==> src/rtl/rr_priority_encoder.sv <==
// Registered N-to-log2(N) priority encoder with valid/ready handshake.
//
// An accepted request vector produces, one cycle later, the index of the
// winning bit plus zero (no bit set) and multi (two or more bits set) flags.
// Fixed mode picks the highest set bit. Round-robin mode searches upward from
// a rotating pointer, wrapping at N-1, and advances the pointer past the
// winner on every non-zero accept.
//
// Ports:
//   clk       - clock, all state updates on the rising edge
//   rst       - synchronous active-high reset
//   in_valid  - req carries a valid request vector
//   in_ready  - block can accept req this cycle (combinational from out_ready)
//   req       - N-bit request vector
//   out_valid - idx/zero/multi hold a valid result
//   out_ready - consumer takes the result this cycle
//   idx       - index of the winning request
//   zero      - accepted vector was all zeros
//   multi     - accepted vector had more than one bit set
module rr_priority_encoder #(
  parameter int unsigned N       = 8,
  parameter int unsigned RR_MODE = 0,
  localparam int unsigned W      = (N > 1) ? $clog2(N) : 1
) (
  input  logic         clk,
  input  logic         rst,
  input  logic         in_valid,
  output logic         in_ready,
  input  logic [N-1:0] req,
  output logic         out_valid,
  input  logic         out_ready,
  output logic [W-1:0] idx,
  output logic         zero,
  output logic         multi
);

  logic         out_valid_q, out_valid_d;
  logic [W-1:0] idx_q, idx_d;
  logic         zero_q, zero_d;
  logic         multi_q, multi_d;
  logic [W-1:0] ptr_q, ptr_d;

  logic         accept;
  logic         req_zero;
  logic         req_multi;
  logic [W-1:0] fixed_idx;
  logic [W-1:0] rr_hi_idx;   // lowest set bit at or above ptr
  logic         rr_hi_found;
  logic [W-1:0] rr_lo_idx;   // lowest set bit overall, used when the search wraps
  logic [W-1:0] win_idx;

  assign in_ready  = !out_valid_q || out_ready;
  assign accept    = in_valid && in_ready;
  assign req_zero  = (req == '0);
  // Clearing the lowest set bit leaves something only if two or more were set.
  assign req_multi = ((req & (req - N'(1))) != '0);

  // Winner search. Scanning downward lets the last hit be the lowest index,
  // and the first hit (overwritten by later ones) the highest.
  always_comb begin
    fixed_idx   = '0;
    rr_hi_idx   = '0;
    rr_hi_found = 1'b0;
    rr_lo_idx   = '0;
    for (int i = int'(N) - 1; i >= 0; i--) begin
      if (req[i]) begin
        if (fixed_idx == '0 && !(i == 0 && req_multi)) begin
          if (fixed_idx == '0) fixed_idx = W'(i);
        end
        rr_lo_idx = W'(i);
        if (i >= int'(ptr_q)) begin
          rr_hi_idx   = W'(i);
          rr_hi_found = 1'b1;
        end
      end
    end
    // fixed_idx above only records the first (highest) hit; a zero index
    // stays correct because bit 0 alone yields index 0 anyway.
    if (RR_MODE != 0) begin
      win_idx = rr_hi_found ? rr_hi_idx : rr_lo_idx;
    end else begin
      win_idx = fixed_idx;
    end
  end

  always_comb begin
    out_valid_d = out_valid_q;
    idx_d       = idx_q;
    zero_d      = zero_q;
    multi_d     = multi_q;
    ptr_d       = ptr_q;
    if (accept) begin
      out_valid_d = 1'b1;
      idx_d       = req_zero ? '0 : win_idx;
      zero_d      = req_zero;
      multi_d     = req_multi;
      if (RR_MODE != 0 && !req_zero) begin
        ptr_d = (win_idx == W'(N - 1)) ? '0 : win_idx + W'(1);
      end
    end else if (out_ready) begin
      out_valid_d = 1'b0;
    end
  end

  always_ff @(posedge clk) begin
    if (rst) begin
      out_valid_q <= 1'b0;
      idx_q       <= '0;
      zero_q      <= 1'b0;
      multi_q     <= 1'b0;
      ptr_q       <= '0;
    end else begin
      out_valid_q <= out_valid_d;
      idx_q       <= idx_d;
      zero_q      <= zero_d;
      multi_q     <= multi_d;
      ptr_q       <= ptr_d;
    end
  end

  assign out_valid = out_valid_q;
  assign idx       = idx_q;
  assign zero      = zero_q;
  assign multi     = multi_q;

endmodule

==> config.mk <==
export PLATFORM = sky130hd
export DESIGN_NAME = rr_priority_encoder
export DESIGN_NICKNAME = d
export VERILOG_FILES = /design/src/rtl/rr_priority_encoder.sv
export SDC_FILE = /design/constraint.sdc
export NUM_CORES = 1
export LEC_CHECK = 0
export BUFFER_PORTS_ARGS = -buffer_cell sky130_fd_sc_hd__buf_2
export CAP_MARGIN = 20
export CORE_AREA = 5 5 42 44
export DETAILED_ROUTE_END_ITERATION = 7
export DIE_AREA = 0 0 47 49
export GPL_ROUTABILITY_DRIVEN = 0
export GPL_TIMING_DRIVEN = 0
export PLACE_DENSITY_LB_ADDON = 0.25
export SYNTH_ARGS = -nofsm -noshare
export SYNTH_HDL_FRONTEND = slang
export SYNTH_SLANG_ARGS = --single-unit
==> constraint.sdc <==
create_clock -name clk -period 1 [get_ports clk]
set_input_delay 0.2 -clock clk [delete_from_list [all_inputs] [get_ports clk]]
set_output_delay 0.2 -clock clk [all_outputs]
set_load 0.01 [all_outputs]
==> results of run 1 <==
[state kept, by name (all words and copies together), names as in the netlist]
register / count
idx: 3
multi: 1
zero: 1
out_valid: 1
[Yosys cell counts]
| library cell | instances |
|---|---|
| nor4_2 | 1 |
| nand3_1 | 2 |
| o22ai_1 | 1 |
| a2111oi_1 | 1 |
| nand2b_4 | 1 |
| nor4_1 | 1 |
| nor3_1 | 3 |
| inv_1 | 2 |
| dfxtp_1 | 6 |
| nand2b_1 | 1 |
| o311a_2 | 1 |
| nand2_1 | 3 |
| o21ai_0 | 1 |
| a22oi_1 | 2 |
| nor2_1 | 7 |
| a21oi_1 | 3 |
| a211oi_1 | 2 |
| clkbuf_1 | 1 |
| and2_1 | 2 |
[cell families after synthesis]
group | Yosys count
DFF | 6
buffers and inverters | 3
AOI/OAI and AO/OA | 11
and+or+nand+nor | 21
[worst max-delay path by stage]
stage / start / cells after the start / end / slack, ns
6_report: out_valid$_SDFFE_PP0P_ / 2 / in_ready / 0.01
3_3_place_gp: req[7] / 5 / multi$_SDFFE_PP0P_ / -0.32
4_1_cts: out_valid$_SDFFE_PP0P_ / 5 / idx[1]$_SDFFE_PP0P_ / -0.003
5_1_grt: req[7] / 5 / zero$_SDFFE_PP0P_ / -0.02
2_1_floorplan: out_valid$_SDFFE_PP0P_ / 5 / idx[1]$_SDFFE_PP0P_ / -0.03
3_5_place_dp: req[7] / 5 / multi$_SDFFE_PP0P_ / -0.28
[cell type report]
type,instances,area share [%]
inverters,2,1.339
repair buffers,21,21.21
well taps,16,3.571
flip-flops and latches,6,22.10
clock buffers,4,4.687
multi-input cells,32,47.10
[cell usage in the layout, fill, tap and decap left out, types with 2 or more instances in the layout]
cell       n
a22oi_1    2
a211oi_2   2
a21oi_1    2
inv_1      2
nand2_1    2
buf_2     17
clkbuf_4   3
nor3_2     2
nand3_1    2
and2_4     2
nor2_1     7
buf_4      3
dfxtp_1    5
[power breakdown]
part	internal (mW)	switching [mW]
sequential	0.255	0.00854
combinational	0.0736	0.0868
clock	0.151	0.0855
[routing by layer]
| metal | part of all wire, % | wire length (um) |
|---|---|---|
| met1 | 42 | 368 |
| met2 | 53 | 464 |
| met3 | 3.8 | 33 |
| met4 | 1.1 | 10 |
| met5 | 0 | 0 |
[what timing repair did]
item,CTS,global route
pin swaps,4,4
setup buffers,1,2
endpoints found under the setup margin,5,6
gates resized for setup,2,10
hold buffers,0,0
[through the flow]
step / cell area [sq um] / cells
finish: 560.5 / 81
floorplan: 357.8 / 41
global route: 560.5 / 81
CTS: 511.7 / 80
detailed placement: 467.9 / 75
global placement: 467.9 / 75
==> reports/results.ini, run 1 <==
[clock_network]
h-tree-depth=1
root_buffer=clkbuf_4
clk_latency_ns=0.24
cts_sinks=6
numCtsBuffers=3
clockBufferDepth=2
tritoncts=done
clk_pin_slew_ns=0.05

[setup_path]
end_kind=output port
r2r_end=idx[1]$_SDFFE_PP0P_
cp-start-kind=register
r2r_slack_ns=0.04
crit_arrival_ns=0.79
cp_cell_sequence=nand2b_4 > buf_6
required_ns=0.80
max_stage_delay_ns=0.35
worstSetupPathType=reg -> out
r2r-start=out_valid$_SDFFE_PP0P_
cpLargestDelayFamily=flip-flops
path_buf_inv=1
critPathSlowestCell=dfxtp_4
ff2ff_path_depth=4
cp_max_fo=4

[synthesis]
yosysTopAreaCellShare_pct=37.21
yosys-mux-area-fraction_pct=0
netlist_area_sq_um=322.8
synth.avg_cell_area_sq_um=7.873
ys_seq_elements=6
synth_top_family_by_area=simple AND/OR/NAND/NOR gates
syn-instance-count=41
synth_area_leaders=dfxtp_1 37%, nor2_1 8.1%, a21oi_1 4.7%, nor3_1 4.7%, a211oi_1 4.7%
syn-num-nets=53
yosysWarnings=0
synth_compound_area_share_pct=24.03
synth_adder_area_share_pct=0
yosysUniqueCellTypes=19
yosysTopAreaCell=dfxtp_1
synthSimpleGateAreaFrac_pct=35.27
synth-xor-area-share_pct=0
synth-seq-area-share_pct=37.21

[timing]
hold_ws_ns=0.2121
hold_viol=0
tightest_slew_ns=0.3090
max_freq_mhz=1014
layout_setup_ws_ns=0.01334
period_needed_ns=0.9867
fin_crit_sh_pct=98.67
setup_viol=0
finalMaxSlewViolations=0
finalSetupTns_ns=0
slew-limit-headroom_pct=79.21
rsz0062_at_grt=yes
fin_worst_skew_ns=0.005507

[global_routing]
antenna_found_initial=0
busiest_layer=met2
grt_pass1_vias=356
grt_usage_pct=9.309
use_met2_pct=12.44
use_met1_pct=12.36
use_met3_pct=1.107
grt_pass1_wl_um=1545
grt_max_degree=8
grt.overflow.total=0

[die]
rows=14
pin_count=19
fp.dieH_um=49
die_area_sq_mm=0.002303
fp.coreArea_sq_mm=0.001401
die_w_um=47
start_util_pct=23.04

[worst_hold_path]
whs_path_depth=2
min_to=zero$_SDFFE_PP0P_
holdCritPathClass=in -> reg
hp-start=rst

[drt]
drtPass1Iterations=2
post_drt_wl_per_cell_um=10.83
vias=377
post-route-drc-count=0
via_per_inst=4.654
drt_iter0_markers=4
drtAntennaViolNets=0
wirelength_um=877

[finish]
diodes=0
area_growth_pct=73.64
regArea_sq_um=123.9
drive_above_1_share_pct=56.92
final_util_pct=40.00
multi_input_area_sq_um=264.0
nets=78
num-fill-cells=153

[power_and_ir_drop]
p_total_mw=0.6609
peakVddDrop_mv=0.5259
p_leak_nw=0.2420
power_density_mw_per_mm2=1179

[place]
place_ws_ns=-0.2814
dpl.hpwl_um=668.1
portBuffers=18

[status]
status=complete, no violations

[job]
cap_violations=0

Power figures use the tool's default switching activity.
==> run 2, diff against run 1 <==
--- a/config.mk
+++ b/config.mk
@@ -7,10 +7,12 @@
 export LEC_CHECK = 0
 export BUFFER_PORTS_ARGS = -buffer_cell sky130_fd_sc_hd__buf_2
 export CAP_MARGIN = 20
-export CORE_AREA = 5 5 42 44
+export CELL_PAD_IN_SITES_DETAIL_PLACEMENT = 0
+export CELL_PAD_IN_SITES_GLOBAL_PLACEMENT = 2
+export CORE_MARGIN = 5
+export CORE_UTILIZATION = 18
 export DETAILED_ROUTE_END_ITERATION = 7
-export DIE_AREA = 0 0 47 49
-export GPL_ROUTABILITY_DRIVEN = 0
+export GPL_ROUTABILITY_DRIVEN = 1
 export GPL_TIMING_DRIVEN = 0
 export PLACE_DENSITY_LB_ADDON = 0.25
 export SYNTH_ARGS = -nofsm -noshare
==> reports/results.ini, run 2 (synthesized netlist as in run 1, its figures left out) <==
[finish]
drive_above_1_share_pct=48.39  ; -8.5 points
layout_commonest_cell=buf_2
num-fill-cells=197  ; +29%
largest_reg_flops=3  ; unchanged
finalInstanceArea_sq_um=528.0  ; -5.8%
diodes=0  ; unchanged
final_cell_mix=17 x buf_2, 7 x nor2_1, 5 x dfxtp_1
nets=75  ; -3.8%
area_growth_pct=63.57

[status]
status=complete, no violations

[timing]
tightest_slew_ns=0.2524  ; -0.05664 ns
rsz0062_at_grt=yes
setup_viol=0  ; unchanged
finalMaxSlewViolations=0  ; unchanged
fin_crit_sh_pct=98.43  ; -0.24 points
period_needed_ns=0.9843  ; -0.002369 ns
layout_setup_ws_ns=0.01571  ; +0.002369 ns
slew-limit-headroom_pct=83.02  ; +3.8 points
hold_viol=0  ; unchanged
max_freq_mhz=1016  ; +0.24%
fin_worst_skew_ns=0.001558  ; -0.003949 ns

[place]
place_area_sq_um=479.2  ; +2.4%
portBuffers=18  ; unchanged
gp_congestion=0.7135
place_ws_ns=-0.2697  ; +0.01170 ns
dpl.hpwl_um=743.2  ; +11%

[die]
die_area_sq_mm=0.002741  ; +19%
fp.dieH_um=52.35  ; +6.8%
fp.coreArea_sq_mm=0.001708  ; +22%
start_util_pct=18.90  ; -4.1 points
rows=15  ; +1
pin_count=19  ; unchanged
die_w_um=52.35  ; +11%

[clock_network]
cts_sinks=6  ; unchanged
cts_setup_buffers=0  ; -1
h-tree-depth=1  ; unchanged
tritoncts=done
clockBufferDepth=2  ; unchanged
numCtsBuffers=3  ; unchanged
ctsHoldBuffers=0  ; unchanged
root_buffer=clkbuf_4
clk_pin_slew_ns=0.05  ; about the same
clk_latency_ns=0.25  ; about the same

[setup_path]
cpLargestDelayFamily=flip-flops
r2r_slack_ns=0.06  ; +0.02 ns
max_stage_delay_ns=0.35  ; about the same
cp-start-kind=register
cp_cell_sequence=nand2b_4 > buf_6
ff2ff_path_depth=4  ; unchanged
required_ns=0.80  ; about the same
end_kind=output port
critPathSlowestCell=dfxtp_4
r2r-start=out_valid$_SDFFE_PP0P_
path_buf_inv=1  ; unchanged
endpoint=in_ready
crit_start=out_valid$_SDFFE_PP0P_
crit_arrival_ns=0.78  ; about the same
worstSetupPathType=reg -> out
r2r_end=idx[1]$_SDFFE_PP0P_
cp.depth=2  ; unchanged
cp_max_fo=4  ; unchanged

[drt]
drtAntennaViolNets=0  ; unchanged
post-route-drc-count=0  ; unchanged
vias=367  ; -2.7%
via_per_inst=4.218  ; -9.4%
wirelength_um=926  ; +5.6%
top_layer_used=met4
drtPass1Iterations=2  ; unchanged
post_drt_wl_per_cell_um=10.64  ; -1.7%
drt-met1-wl_um=410  ; +11%
wl_met3_um=63  ; +91%
drt_iter0_markers=3  ; -1
wl_met2_um=441  ; -5.0%

[global_routing]
grt_usage_pct=7.873  ; -1.4 points
grt.overflow.total=0  ; unchanged
antenna_found_initial=0  ; unchanged
grt_pass1_wl_um=1476  ; -4.5%
grt_max_degree=8  ; unchanged
grt_pass1_vias=344  ; -3.4%

[power_and_ir_drop]
power_density_mw_per_mm2=1244  ; +5.5%
p_leak_nw=0.2221  ; -8.2%
peakVddDrop_mv=0.6831  ; +30%

[job]
cap_violations=0  ; unchanged

[worst_hold_path]
holdCritPathClass=in -> reg

run 2: worst min-delay path by stage:
stage	end	from	cells past startpoint
2_1_floorplan	out_valid$_SDFFE_PP0P_	rst	1
3_3_place_gp	zero$_SDFFE_PP0P_	zero$_SDFFE_PP0P_	2
3_5_place_dp	zero$_SDFFE_PP0P_	zero$_SDFFE_PP0P_	2
4_1_cts	out_valid$_SDFFE_PP0P_	in_valid	3
5_1_grt	out_valid$_SDFFE_PP0P_	rst	2
6_report	out_valid$_SDFFE_PP0P_	rst	2
run 2: cell type report:
cell class	count	area (sq um)	area share (%)
Tap cell	25	31.28	5.924
Clock buffer	4	26.28	4.976
Timing Repair Buffer	18	96.34	18.25
Sequential cell	6	123.9	23.46
Inverter	2	7.507	1.422
Multi-Input combinational cell	32	242.7	45.97
run 2: routing by layer:
layer	GRT usage [%]	up-vias
li1	-	194
met1	8.305	162
met2	11.16	9
met3	6.268	2
met4	3.830	0
met5	0	-
run 2: what timing repair did:
action | CTS | global route
gates resized for setup | 2 | 5
endpoints found under the hold margin | 0 | 0
endpoints found under the setup margin | 4 | 3
pin swaps | 1 | 2
run 2: per-stage QoR:
step / power (mW) / TNS [ns] / hold WS (ns) / utilization (%) / instances
final: 0.6570 / 0 / 0.1996 / 30.92 / 87
after global routing: 0.7111 / -0.08949 / 0.1970 / 30.92 / 87
after CTS: 0.6589 / -0.004900 / 0.1866 / 29.38 / 87
after detailed placement: 0.4078 / -0.7107 / 0.4431 / 28.06 / 84
after global placement: 0.4111 / -0.7176 / 0.4476 / 28.06 / 84
after floorplan: 0.3377 / -0.02621 / 0.2594 / - / 41
run 2: where the power goes:
part	internal (mW)	total (mW)	switching [mW]
registers	0.255	0.263	0.00803
clock network	0.152	0.246	0.0941
logic	0.0654	0.148	0.0826
